==> config.mk <==
export PLATFORM = sky130hd
export DESIGN_NAME = ulpb_tx_arbiter
export DESIGN_NICKNAME = d
export VERILOG_FILES = /design/src/rtl/ulpb_tx_arbiter.sv
export SDC_FILE = /design/constraint.sdc
export NUM_CORES = 1
export LEC_CHECK = 0
export BUFFER_PORTS_ARGS = -buffer_cell sky130_fd_sc_hd__buf_2
export CORE_AREA = 2 2 94 96
export CTS_BUF_LIST = sky130_fd_sc_hd__clkbuf_2
export CTS_CLUSTER_DIAMETER = 150
export DETAILED_ROUTE_END_ITERATION = 7
export DIE_AREA = 0 0 96 98
export GPL_ROUTABILITY_DRIVEN = 0
export PLACE_DENSITY = 0.66
export SLEW_MARGIN = 10
export SYNTH_ARGS = -nofsm -noshare
export SYNTH_HDL_FRONTEND = slang
export SYNTH_SLANG_ARGS = --single-unit
==> constraint.sdc <==
create_clock -name CLKIN -period 4.8 [get_ports CLKIN]
set_input_delay 0.48 -clock CLKIN [delete_from_list [all_inputs] [get_ports CLKIN]]
set_output_delay 0.48 -clock CLKIN [all_outputs]
set_load 0.01 [all_outputs]
==> src/rtl/ulpb_tx_arbiter.sv <==
// ulpb_tx_arbiter: grants one of NUM_REQ transmit requesters access to a single bus node
// Ports:
//   CLKIN, RESETn                      clock, asynchronous active-low reset
//   REQ_TX_ADDR/DATA                   packed per-requester address/data, slot i at [W*i +: W]
//   REQ_TX_REQ/PEND/PRIORITY/RESP_ACK  per-requester handshake inputs
//   REQ_TX_ACK/SUCC/FAIL               per-requester handshake returns, only the granted slot is live
//   TX_ADDR/DATA/REQ/PEND/PRIORITY     bus fields toward the node, mirrored from the granted slot
//   TX_RESP_ACK                        granted requester's response acknowledge toward the node
//   TX_ACK/SUCC/FAIL                   node handshake returns
//   GRANT, BUSY                        registered one-hot owner, high when not idle
module ulpb_tx_arbiter #(
    parameter int NUM_REQ    = 4,
    parameter int ADDR_WIDTH = 8,
    parameter int DATA_WIDTH = 32
) (
    input  logic                          CLKIN,
    input  logic                          RESETn,
    input  logic [NUM_REQ*ADDR_WIDTH-1:0] REQ_TX_ADDR,
    input  logic [NUM_REQ*DATA_WIDTH-1:0] REQ_TX_DATA,
    input  logic [NUM_REQ-1:0]            REQ_TX_REQ,
    input  logic [NUM_REQ-1:0]            REQ_TX_PEND,
    input  logic [NUM_REQ-1:0]            REQ_PRIORITY,
    input  logic [NUM_REQ-1:0]            REQ_TX_RESP_ACK,
    output logic [NUM_REQ-1:0]            REQ_TX_ACK,
    output logic [NUM_REQ-1:0]            REQ_TX_SUCC,
    output logic [NUM_REQ-1:0]            REQ_TX_FAIL,
    output logic [ADDR_WIDTH-1:0]         TX_ADDR,
    output logic [DATA_WIDTH-1:0]         TX_DATA,
    output logic                          TX_REQ,
    output logic                          TX_PEND,
    output logic                          PRIORITY,
    output logic                          TX_RESP_ACK,
    input  logic                          TX_ACK,
    input  logic                          TX_SUCC,
    input  logic                          TX_FAIL,
    output logic [NUM_REQ-1:0]            GRANT,
    output logic                          BUSY
);
    localparam int IW = NUM_REQ > 1 ? $clog2(NUM_REQ) : 1;

    typedef enum logic [1:0] {IDLE, XFER, RESP_WAIT, RESP_REL} state_t;

    state_t            state_q, state_d;
    logic [NUM_REQ-1:0] grant_q, grant_d, cand;
    logic [IW-1:0]     gidx_q, gidx_d, last_q, last_d, win_idx;
    logic              busy_q, win_found, sel, in_xfer, in_resp;

    // Priority requesters form their own class; round-robin starts just after the last winner.
    always_comb begin
        cand      = |(REQ_TX_REQ & REQ_PRIORITY) ? (REQ_TX_REQ & REQ_PRIORITY) : REQ_TX_REQ;
        win_idx   = '0;
        win_found = 1'b0;
        for (int i = 1; i <= NUM_REQ; i++) begin
            if (!win_found && cand[(int'(last_q) + i) % NUM_REQ]) begin
                win_idx   = IW'((int'(last_q) + i) % NUM_REQ);
                win_found = 1'b1;
            end
        end
    end

    always_comb begin
        state_d = state_q;
        grant_d = grant_q;
        gidx_d  = gidx_q;
        last_d  = last_q;
        case (state_q)
            IDLE: if (win_found) begin
                state_d = XFER;
                grant_d = NUM_REQ'(1) << win_idx;
                gidx_d  = win_idx;
            end
            XFER: if (TX_SUCC || TX_FAIL) state_d = RESP_WAIT;
            RESP_WAIT: if (REQ_TX_RESP_ACK[gidx_q]) state_d = RESP_REL;
            RESP_REL: if (!TX_SUCC && !TX_FAIL && !REQ_TX_RESP_ACK[gidx_q]) begin
                state_d = IDLE;
                grant_d = '0;
                last_d  = gidx_q;
            end
            default: begin
                state_d = IDLE;
                grant_d = '0;
            end
        endcase
    end

    always_ff @(posedge CLKIN or negedge RESETn) begin
        if (!RESETn) begin
            state_q <= IDLE;
            grant_q <= '0;
            gidx_q  <= '0;
            last_q  <= IW'(NUM_REQ - 1);
            busy_q  <= 1'b0;
        end else begin
            state_q <= state_d;
            grant_q <= grant_d;
            gidx_q  <= gidx_d;
            last_q  <= last_d;
            busy_q  <= state_d != IDLE;
        end
    end

    // Everything toward the bus is gated by the registered grant, so reset clears it instantly.
    assign sel         = |grant_q;
    assign in_xfer     = state_q == XFER;
    assign in_resp     = state_q == RESP_WAIT || state_q == RESP_REL;
    assign TX_ADDR     = sel ? REQ_TX_ADDR[gidx_q*ADDR_WIDTH +: ADDR_WIDTH] : '0;
    assign TX_DATA     = sel ? REQ_TX_DATA[gidx_q*DATA_WIDTH +: DATA_WIDTH] : '0;
    assign TX_REQ      = sel && in_xfer && REQ_TX_REQ[gidx_q];
    assign TX_PEND     = sel && REQ_TX_PEND[gidx_q];
    assign PRIORITY    = sel && REQ_PRIORITY[gidx_q];
    assign TX_RESP_ACK = sel && in_resp && REQ_TX_RESP_ACK[gidx_q];
    assign REQ_TX_ACK  = (in_xfer && TX_ACK) ? grant_q : '0;
    assign REQ_TX_SUCC = (in_resp && TX_SUCC) ? grant_q : '0;
    assign REQ_TX_FAIL = (in_resp && TX_FAIL) ? grant_q : '0;
    assign GRANT       = grant_q;
    assign BUSY        = busy_q;
endmodule

==> results by group <==
Run status
  • Status: complete, no violations

Synth
  • Cell with the most instances after synthesis: nor2b_1
  • Largest cells by area after synthesis: mux4_2 (43%), nor2b_1 (12%), dfrtp_1 (9.8%), and3_1 (2.7%), dfstp_2 (2.3%)
  • Main synth FF type: dfrtp_1
  • Synth async-reset ratio: 100.0%
  • Syn Nets: 399
  • Register area share after synthesis: 12.05%
  • Synth Register Bits: 11
  • Yosys top cell area share: 42.97%
  • Commonest cells post-synth: nor2b_1 (45), mux4_2 (44), and3_1 (10), clkbuf_1 (10)
  • Syn Inst Count: 218
  • Avg Cell Area, Syn: 10.58 um2
  • Yosys top cell by area: mux4_2
  • Synth cell types: 48
  • Post-Syn Area: 0.002306 mm2
  • Synth Warn #: 0
  • Number of synthesized flops with an enable pin: 0

Power and ir drop
  • Total power draw: 1.722 mW
  • Cell Pwr Density: 480.7 mW/mm2
  • VDD IR max: 0.2111 mV
  • Leakage power: 1.807 nW

STA
  • Fin crit share: 57.15%
  • Final hold vios: 0
  • Minimum clock period: 2.743 ns
  • Max-slew violations: 0
  • RSZ-0062 raised after global routing: no
  • Worst Clk Skew: 0.002689 ns
  • Finish-stage setup viols: 0
  • Worst Max-Slew Pin Slew: 1.084 ns
  • Fin Setup TNS: 0 ns
  • Max transition margin: 27.75%
  • Final Hold Slack: 0.06493 ns
  • Fmax: 364.6 MHz

Clock tree
  • Worst skew pair latency: 0.26 ns
  • CTS H-tree lvls: 1
  • Maximum root-to-sink buffer count: 2
  • CTS Hold Bufs: 0
  • Clk sink count: 11
  • CTS Buf Count: 3
  • CTS clk-pin slew, worst paths: 0.11 ns
  • CTS tree: built
  • Post-CTS sizing: 0
  • Clk root buf: clkbuf_2
  • Setup repair bufs after CTS: 0

Die
  • Core area: 0.008466 mm2
  • Initial Utilization: 27.24%
  • Die area: 0.009408 mm2
  • IO Count: 242
  • Width of the die: 96 um
  • Chip height: 98 um
  • FP Rows: 34

Layout
  • Area Growth Syn to Fin: 55.40%
  • Fin cells: 552
  • # nets final: 626
  • Antenna diodes: 0
  • Design area: 0.003583 mm2
  • Share of layout cells above drive strength 1: 69.59%

Routing
  • Vias/cell: 5.127
  • DRT Pass-1 Iters: 5
  • Routed len/inst: 17.46 um
  • Post-Route WL: 9.637 mm
  • Total number of vias: 2,830
  • DRC Markers: 0
  • Post-route ant nets: 0
  • Iter 0 DRT Violations: 137

Min path
  • Worst hold path class: input port to asynchronous set/reset pin

Critical path
  • Worst Path Class, Setup: flop to output port
  • CP cell instances: buf_4 -> mux4_2 -> nor2b_1 -> buf_2
  • Crit path capture type: output port
  • FF-to-FF path depth: 5
  • Worst Setup EP: TX_DATA[21]
  • Worst R2R End: GRANT[2]
  • Slowest cell on crit path: dfrtp_4
  • Worst r2r src: gidx_q[1]
  • Critical path required time: 4.32 ns
  • Nature of the critical path startpoint: flop
  • CP arrival: 2.26 ns
  • Max incr delay on CP: 0.89 ns
  • Launch point of the worst path: gidx_q[0]
  • Reg2Reg Setup Slack: 2.47 ns
  • Crit-path max FO: 36

Placement
  • DP HPWL: 8.063 mm
  • Port Buffers: 241
  • Post-placement cell count: 548
  • Placed Instance Area: 0.003561 mm2

Global route
  • Global-route wire length before repair: 14.10 mm
  • Vias in the first global route: 2,862
  • Largest net degree at the start of global routing: 47
  • Gr usage total: 18.85%
  • Global route total overflow: 0
  • Initial antenna violation count: 0

Job
  • Max Cap Viol: 0
[flip-flops by register name, indices dropped and copies added (netlist names)]
signal	cells
state_q	2
BUSY	1
GRANT	4
gidx_q	2
last_q	2
[cells by family after synthesis]
kind of cell    after synthesis  share of synthesized area, %
compound gates               37                         12.97
flops                        11                         12.05
buf+inv                      30                         6.566
xor+xnor                      1                        0.3799
mux                          46                         43.90
simple gates                 93                         24.15
[layout make-up]
cell class | instances | area (um2)
clock buffer | 4 | 20.02
fill | 850 | 4882
inverter | 7 | 26.28
multi-input combinational | 177 | 1883
sequential | 11 | 282.8
tap | 108 | 135.1
timing repair buffer | 245 | 1236
[where the power goes]
| group | internal (mW) | switching [mW] | leakage [nW] | total, mW |
|---|---|---|---|---|
| registers | 0.136 | 0.201 | 0.128 | 0.336 |
| clock network | 0.0221 | 0.0312 | 0.0166 | 0.0533 |
| logic | 0.747 | 0.586 | 1.66 | 1.33 |
| total | 0.905 | 0.818 | 1.81 | 1.72 |
[worst min path at each step]
stage                     endpoint  slack, ns  cells past startpoint
after floorplan               BUSY       0.18                      0
after global placement        BUSY       0.36                      1
after detailed placement      BUSY       0.36                      1
after CTS                     BUSY       0.06                      1
after global routing          BUSY       0.04                      1
final                         BUSY       0.06                      1
[stage by stage]
stage | utilization (%) | worst slack [ns]
after floorplan | - | 2.733
after global placement | 42.06 | 2.048
after detailed placement | 42.06 | 1.986
after CTS | 42.30 | 1.684
after global routing | 42.33 | 1.857
final | 42.33 | 2.057
[cell usage in the layout (no fill, tap or decap), drive strengths merged, types with 2 or more instances in the layout]
| cell | synthesis | final |
|---|---|---|
| o311ai | 2 | 2 |
| inv | 7 | 7 |
| a21oi | 2 | 2 |
| nand2b | 2 | 2 |
| a22oi | 3 | 3 |
| nor2b | 45 | 45 |
| nor2 | 8 | 8 |
| nand3 | 4 | 4 |
| dfrtp | 9 | 9 |
| and3 | 12 | 12 |
| nand2 | 9 | 9 |
| and2 | 7 | 7 |
| buf | 13 | 245 |
| o21ai | 12 | 12 |
| clkbuf | 10 | 4 |
| dfstp | 2 | 2 |
| mux4 | 44 | 44 |
| a222oi | 2 | 2 |
| a31oi | 2 | 2 |
| a22o | 3 | 3 |
[worst max-delay path, delay by kind of cell (launching register included)]
kind	cells	cell delay, ns
multiplexers	1	0.51
flip-flops	1	0.89
buffers and inverters	2	0.45
AND/OR/NAND/NOR	1	0.14
[metal layers]
layer  track usage (%)  vias up  wire length [um]
li1                  -     1308                 -
met1             23.89     1363              3769
met2             32.26      141              4902
met3             3.549       18               718
met4             5.385        0               246
met5                 0        -                 0
(Power assumes the default switching activity.)
